[config.mk]
export PLATFORM = sky130hd
export DESIGN_NAME = mul_wb_scheduler
export DESIGN_NICKNAME = d
export VERILOG_FILES = /design/src/rtl/mul_wb_scheduler.sv
export SDC_FILE = /design/constraint.sdc
export NUM_CORES = 1
export LEC_CHECK = 0
export BUFFER_PORTS_ARGS = -buffer_cell sky130_fd_sc_hd__buf_4
export CORE_UTILIZATION = 40
export DETAILED_ROUTE_END_ITERATION = 12
export SETUP_SLACK_MARGIN = 0.02
export SYNTH_ARGS = -nofsm -noshare
export SYNTH_HDL_FRONTEND = slang
export SYNTH_SLANG_ARGS = --single-unit
[constraint.sdc]
create_clock -name clk -period 4.93 [get_ports clk]
set_input_delay 0.986 -clock clk [delete_from_list [all_inputs] [get_ports clk]]
set_output_delay 0.986 -clock clk [all_outputs]
set_load 0.01 [all_outputs]
[src/rtl/mul_wb_scheduler.sv]
// mul_wb_scheduler
//   Issue/writeback scheduler for the fixed-latency pipelined multiplier.
//   A credit counter gates new requests. Instruction IDs travel through a
//   latency-matched valid/id shift pipeline. Completed results are captured
//   into a small FIFO that drives the done/accepted writeback handshake.
//
// Ports
//   clk, rst      clock, synchronous active-high reset
//   new_request   issue wants to start a multiply this cycle
//   issue_id      ID of the requesting instruction
//   ready         a request can be accepted this cycle
//   mul_start     launch the datapath this cycle (new_request & ready)
//   mul_result    datapath output, valid MUL_LATENCY cycles after mul_start
//   done          FIFO head holds a valid result
//   rd, id        result and ID at the FIFO head
//   accepted      writeback takes the FIFO head this cycle
module mul_wb_scheduler #(
  parameter int MUL_LATENCY = 2,
  parameter int DEPTH       = 4,
  parameter int ID_W        = 3
) (
  input  logic            clk,
  input  logic            rst,
  input  logic            new_request,
  input  logic [ID_W-1:0] issue_id,
  output logic            ready,
  output logic            mul_start,
  input  logic [31:0]     mul_result,
  output logic            done,
  output logic [31:0]     rd,
  output logic [ID_W-1:0] id,
  input  logic            accepted
);

  localparam int AW = $clog2(DEPTH);
  localparam int PW = AW + 1;

  // Tracking pipeline: stage i holds the request launched i+1 cycles ago.
  logic            vld_p [MUL_LATENCY];
  logic [ID_W-1:0] id_p  [MUL_LATENCY];

  logic [31:0]     rd_mem [DEPTH];
  logic [ID_W-1:0] id_mem [DEPTH];
  logic [PW-1:0]   wr_ptr;
  logic [PW-1:0]   rd_ptr;

  // Total outstanding work: in-flight stages plus buffered results.
  logic [PW-1:0]   total_q;

  logic            capture;
  logic            pop;

  // ready comes only from the registered total, so a same-cycle pop never
  // opens a slot early; this is what keeps the FIFO from overflowing.
  assign ready     = (total_q < PW'(DEPTH));
  assign mul_start = new_request & ready;

  assign capture = vld_p[MUL_LATENCY-1];
  assign done    = (wr_ptr != rd_ptr);
  assign pop     = accepted & done;

  assign rd = rd_mem[rd_ptr[AW-1:0]];
  assign id = id_mem[rd_ptr[AW-1:0]];

  // ---- issue -> tracking pipeline (valid is control, id is data) ----
  always_ff @(posedge clk) begin
    if (rst) begin
      for (int i = 0; i < MUL_LATENCY; i++) vld_p[i] <= 1'b0;
    end else begin
      vld_p[0] <= mul_start;
      for (int i = 1; i < MUL_LATENCY; i++) vld_p[i] <= vld_p[i-1];
    end
  end

  always_ff @(posedge clk) begin
    id_p[0] <= issue_id;
    for (int i = 1; i < MUL_LATENCY; i++) id_p[i] <= id_p[i-1];
  end

  // ---- last tracking stage -> result FIFO ----
  always_ff @(posedge clk) begin
    if (capture) begin
      rd_mem[wr_ptr[AW-1:0]] <= mul_result;
      id_mem[wr_ptr[AW-1:0]] <= id_p[MUL_LATENCY-1];
    end
  end

  // Pointers carry one extra bit so that full and empty are distinguishable.
  always_ff @(posedge clk) begin
    if (rst) begin
      wr_ptr <= '0;
      rd_ptr <= '0;
    end else begin
      if (capture) wr_ptr <= wr_ptr + PW'(1);
      if (pop)     rd_ptr <= rd_ptr + PW'(1);
    end
  end

  // Capture only moves work from the pipeline into the FIFO, so the total
  // changes solely on launch and on pop.
  always_ff @(posedge clk) begin
    if (rst) begin
      total_q <= '0;
    end else if (mul_start && !pop) begin
      total_q <= total_q + PW'(1);
    end else if (!mul_start && pop) begin
      total_q <= total_q - PW'(1);
    end
  end

endmodule

==> flow_summary.yaml <==
routing:
  firstDrtPassIters: 4
  dr.first_iter.drc_count: 129
  drcViolationCount: 0
  postRouteWirelength_um: 9800
  drt-vias-per-instance: 4.97
  avgRoutedWirePerCell_um: 17.8
  ant_nets: 0
  num_vias: 2732
logic_synthesis:
  synthCells: 266
  synth.area.mux_share_pct: 13.9
  post-synth-top-area-cell: "sky130_fd_sc_hd__edfxtp_1"
  syn_area_per_cell_sq_um: 22.3
  synth_simple_gate_area_share_pct: 2.68
  syn_area_sq_um: 5930
  ys_seq_area_share_pct: 77.3
  synth.top_cell.area_share_pct: 70.9
  synth.lib_cells_used.distinct: 29
  synth_compound_gate_area_share_pct: 0.928
  ys_top_cells_by_area: "sky130_fd_sc_hd__edfxtp_1, sky130_fd_sc_hd__mux4_2, sky130_fd_sc_hd__dfxtp_1"
  post_synth_fa_ha_maj_area_fraction_pct: 1.60
  synth_top_family_by_area: "multiplexers"
  synth.ff_latch_count: 159
  synth.yosys.warnings: 0
  syn-num-nets: 312
  xor_xnor_portion_of_the_synthesized_cell_area_pct: 1.48
placement:
  numPlacedInstances: 518
  dp_hpwl_um: 5800
  place_congestion: 0.695
  numPortBuffers: 76
critical_path:
  end_kind: "primary output"
  crit_top_cell: "sky130_fd_sc_hd__buf_4"
  crit_fanout: 14
  r2r_start: "wr_ptr[1]$_SDFFE_PP0P_"
  cp_cell_sequence: "buf_4 > mux4_1 > buf_4"
  path_class: "reg -> out"
  crit_path_required_time_ns: 3.94
  timing.critical_path.from_type: "flop"
  cp_slowest_stage_delay_ns: 0.64
  cpMaxStageDelayCell: "sky130_fd_sc_hd__mux4_1"
  critPathArrivalTime_ns: 2.23
flow_run:
  drv_cap: 0
global_routing:
  grt_pass1_wl_um: 14900
  grt_start_max_net_pins: 37
  antenna_violations_before_repair: 0
  grt_usage_pct: 13.9
  first_global_vias: 2821
  grt_overflow_total: 0
final_layout:
  layoutNonFillerInstCount: 550
  final_cell_mix: "sky130_fd_sc_hd__edfxtp_1, sky130_fd_sc_hd__buf_4, sky130_fd_sc_hd__mux4_2"
  area_growth_syn_to_layout_pct: 21.8
  fillCellCount: 1171
  net_count_of_the_finished_layout: 399
  drive_gt1_share_pct: 39.9
  antenna_cells_inserted: 0
  layout_commonest_cell: "sky130_fd_sc_hd__edfxtp_1"
timing:
  worstMarginPinSlew_ns: 1.01
  post-route-period-util_pct: 65.3
  setup_repair_after_global_routing_missed_its_margin: "false"
  fmaxAchievable_mhz: 311
  pins_over_slew_limit: 0
  slew_headroom_pct: 32.7
  final.setup.tns_ns: 0
  final_hold_viol_count: 0
  post-route-min-period_ns: 3.22
  skew_ns: 0.0105
  setup_viol: 0
clock_tree:
  cts_made_buffers: 17
  cts_repair_resize_count: 0
  tritoncts_clock_tree: "yes"
  clock_tree.htree_level_count: 4
  post_cts_hold_buffer_count: 0
  cts_setup_buffers: 0
  cts.sink_count: 159
  ctsRootBufferMaster: "sky130_fd_sc_hd__clkbuf_16"
  maximum_clock_insertion_buffer_count: 2
  cts.reportedPaths.clkPinSlew_ns: 0.06
  clock_latency_reported_for_the_late_side_of_the_worst_skew_pair_ns: 0.42
floorplanning:
  dieHeight_um: 124
  die_footprint_sq_um: 15300
  boundaryPins: 77
  area_inside_the_core_boundary_sq_um: 14500
  dieWidth_um: 124
  num_rows: 44
  initial_core_util_pct: 41.0
power:
  total_power_density_per_cell_area_nw_per_um2: 481
  power.leakage_uw: 0.00246
  vdd_drop_max_v: 0.000243
hold_path:
  min_from: "id_p[0][2]$_DFF_P_"
  hold_path.class: "reg -> reg"
run_status:
  status: "finished clean"
-- cell type report --
| cell class | count | area (sq um) | area share [%] |
|---|---|---|---|
| sequential | 159 | 4590 | 63.5 |
| multi-input combinational | 91 | 1230 | 17.0 |
| timing repair buffer | 78 | 586 | 8.11 |
| clock buffer | 18 | 439 | 6.08 |
| tap | 184 | 230 | 3.19 |
| clock inverter | 14 | 130 | 1.80 |
| inverter | 6 | 22.5 | 0.312 |
-- metrics by stage --
| step | setup WS (ns) | hold WS [ns] | utilization [%] | area [sq um] | power [uW] |
|---|---|---|---|---|---|
| detailed placement | 2.09 | 0.312 | 46.0 | 6650 | 2290 |
| global route | 1.54 | 0.333 | 49.9 | 7220 | 3630 |
| global placement | 2.09 | 0.313 | 46.0 | 6650 | 2280 |
| finish | 1.71 | 0.326 | 49.9 | 7220 | 3480 |
| floorplan | 2.40 | 0.310 | - | 5930 | 2070 |
| CTS | 1.61 | 0.326 | 49.9 | 7220 | 3530 |
-- worst max-delay path, delay by kind of cell (launching register included) --
| kind | cells | cell delay, ns |
|---|---|---|
| buf+inv | 2 | 0.53 |
| mux | 1 | 0.64 |
| flops | 1 | 0.63 |
-- power breakdown --
group          leakage, uW  internal (uW)  switching, uW
sequential         0.00142           1520           68.5
clock             0.000266            713            516
combinational     0.000768            386            274
-- sequential cells by signal (all words and copies together), names as in the netlist, named ones only --
| register | flops |
|---|---|
| id_mem | 12 |
| vld_p | 2 |
| wr_ptr | 3 |
| id_p | 6 |
| total_q | 3 |
| rd_mem | 128 |
| rd_ptr | 3 |
-- synth_stat cells (all sizes together) --
library cell	instances
a211o	1
a21oi	2
a41oi	1
and2	4
buf	8
clkbuf	2
dfxtp	19
edfxtp	140
fa	1
ha	6
inv	6
mux2i	2
mux4	35
nand2	2
nand3	4
nand4	4
nor2	5
nor2b	5
nor3b	2
nor4bb	1
o211ai	1
o21ai	4
or3	1
xnor2	5
xor2	5
-- logic make-up after synthesis --
group	after synthesis
DFF	159
muxes	37
and+or+nand+nor	28
buffers and inverters	16
xor gates and xnor gates	10
AOI/OAI and AO/OA	9
adders and majority gates	7
-- metal layers --
layer	wire length (um)	GRT usage, %
met1	3900	15.7
met2	5290	24.0
met3	474	4.95
met4	136	5.42
met5	0	0
-- worst paths after layout --
| check | cells past startpoint | slack (ns) | end |
|---|---|---|---|
| setup / recovery | 3 | 1.71 | id[2] |
| setup reg to reg | 9 | 2.65 | total_q[2]$_SDFFE_PP0P_ |
| hold reg to reg | 0 | 0.33 | id_p[0][5]$_DFF_P_ |
| hold / removal | 0 | 0.33 | id_p[0][5]$_DFF_P_ |
Power figures use the tool's default switching activity.
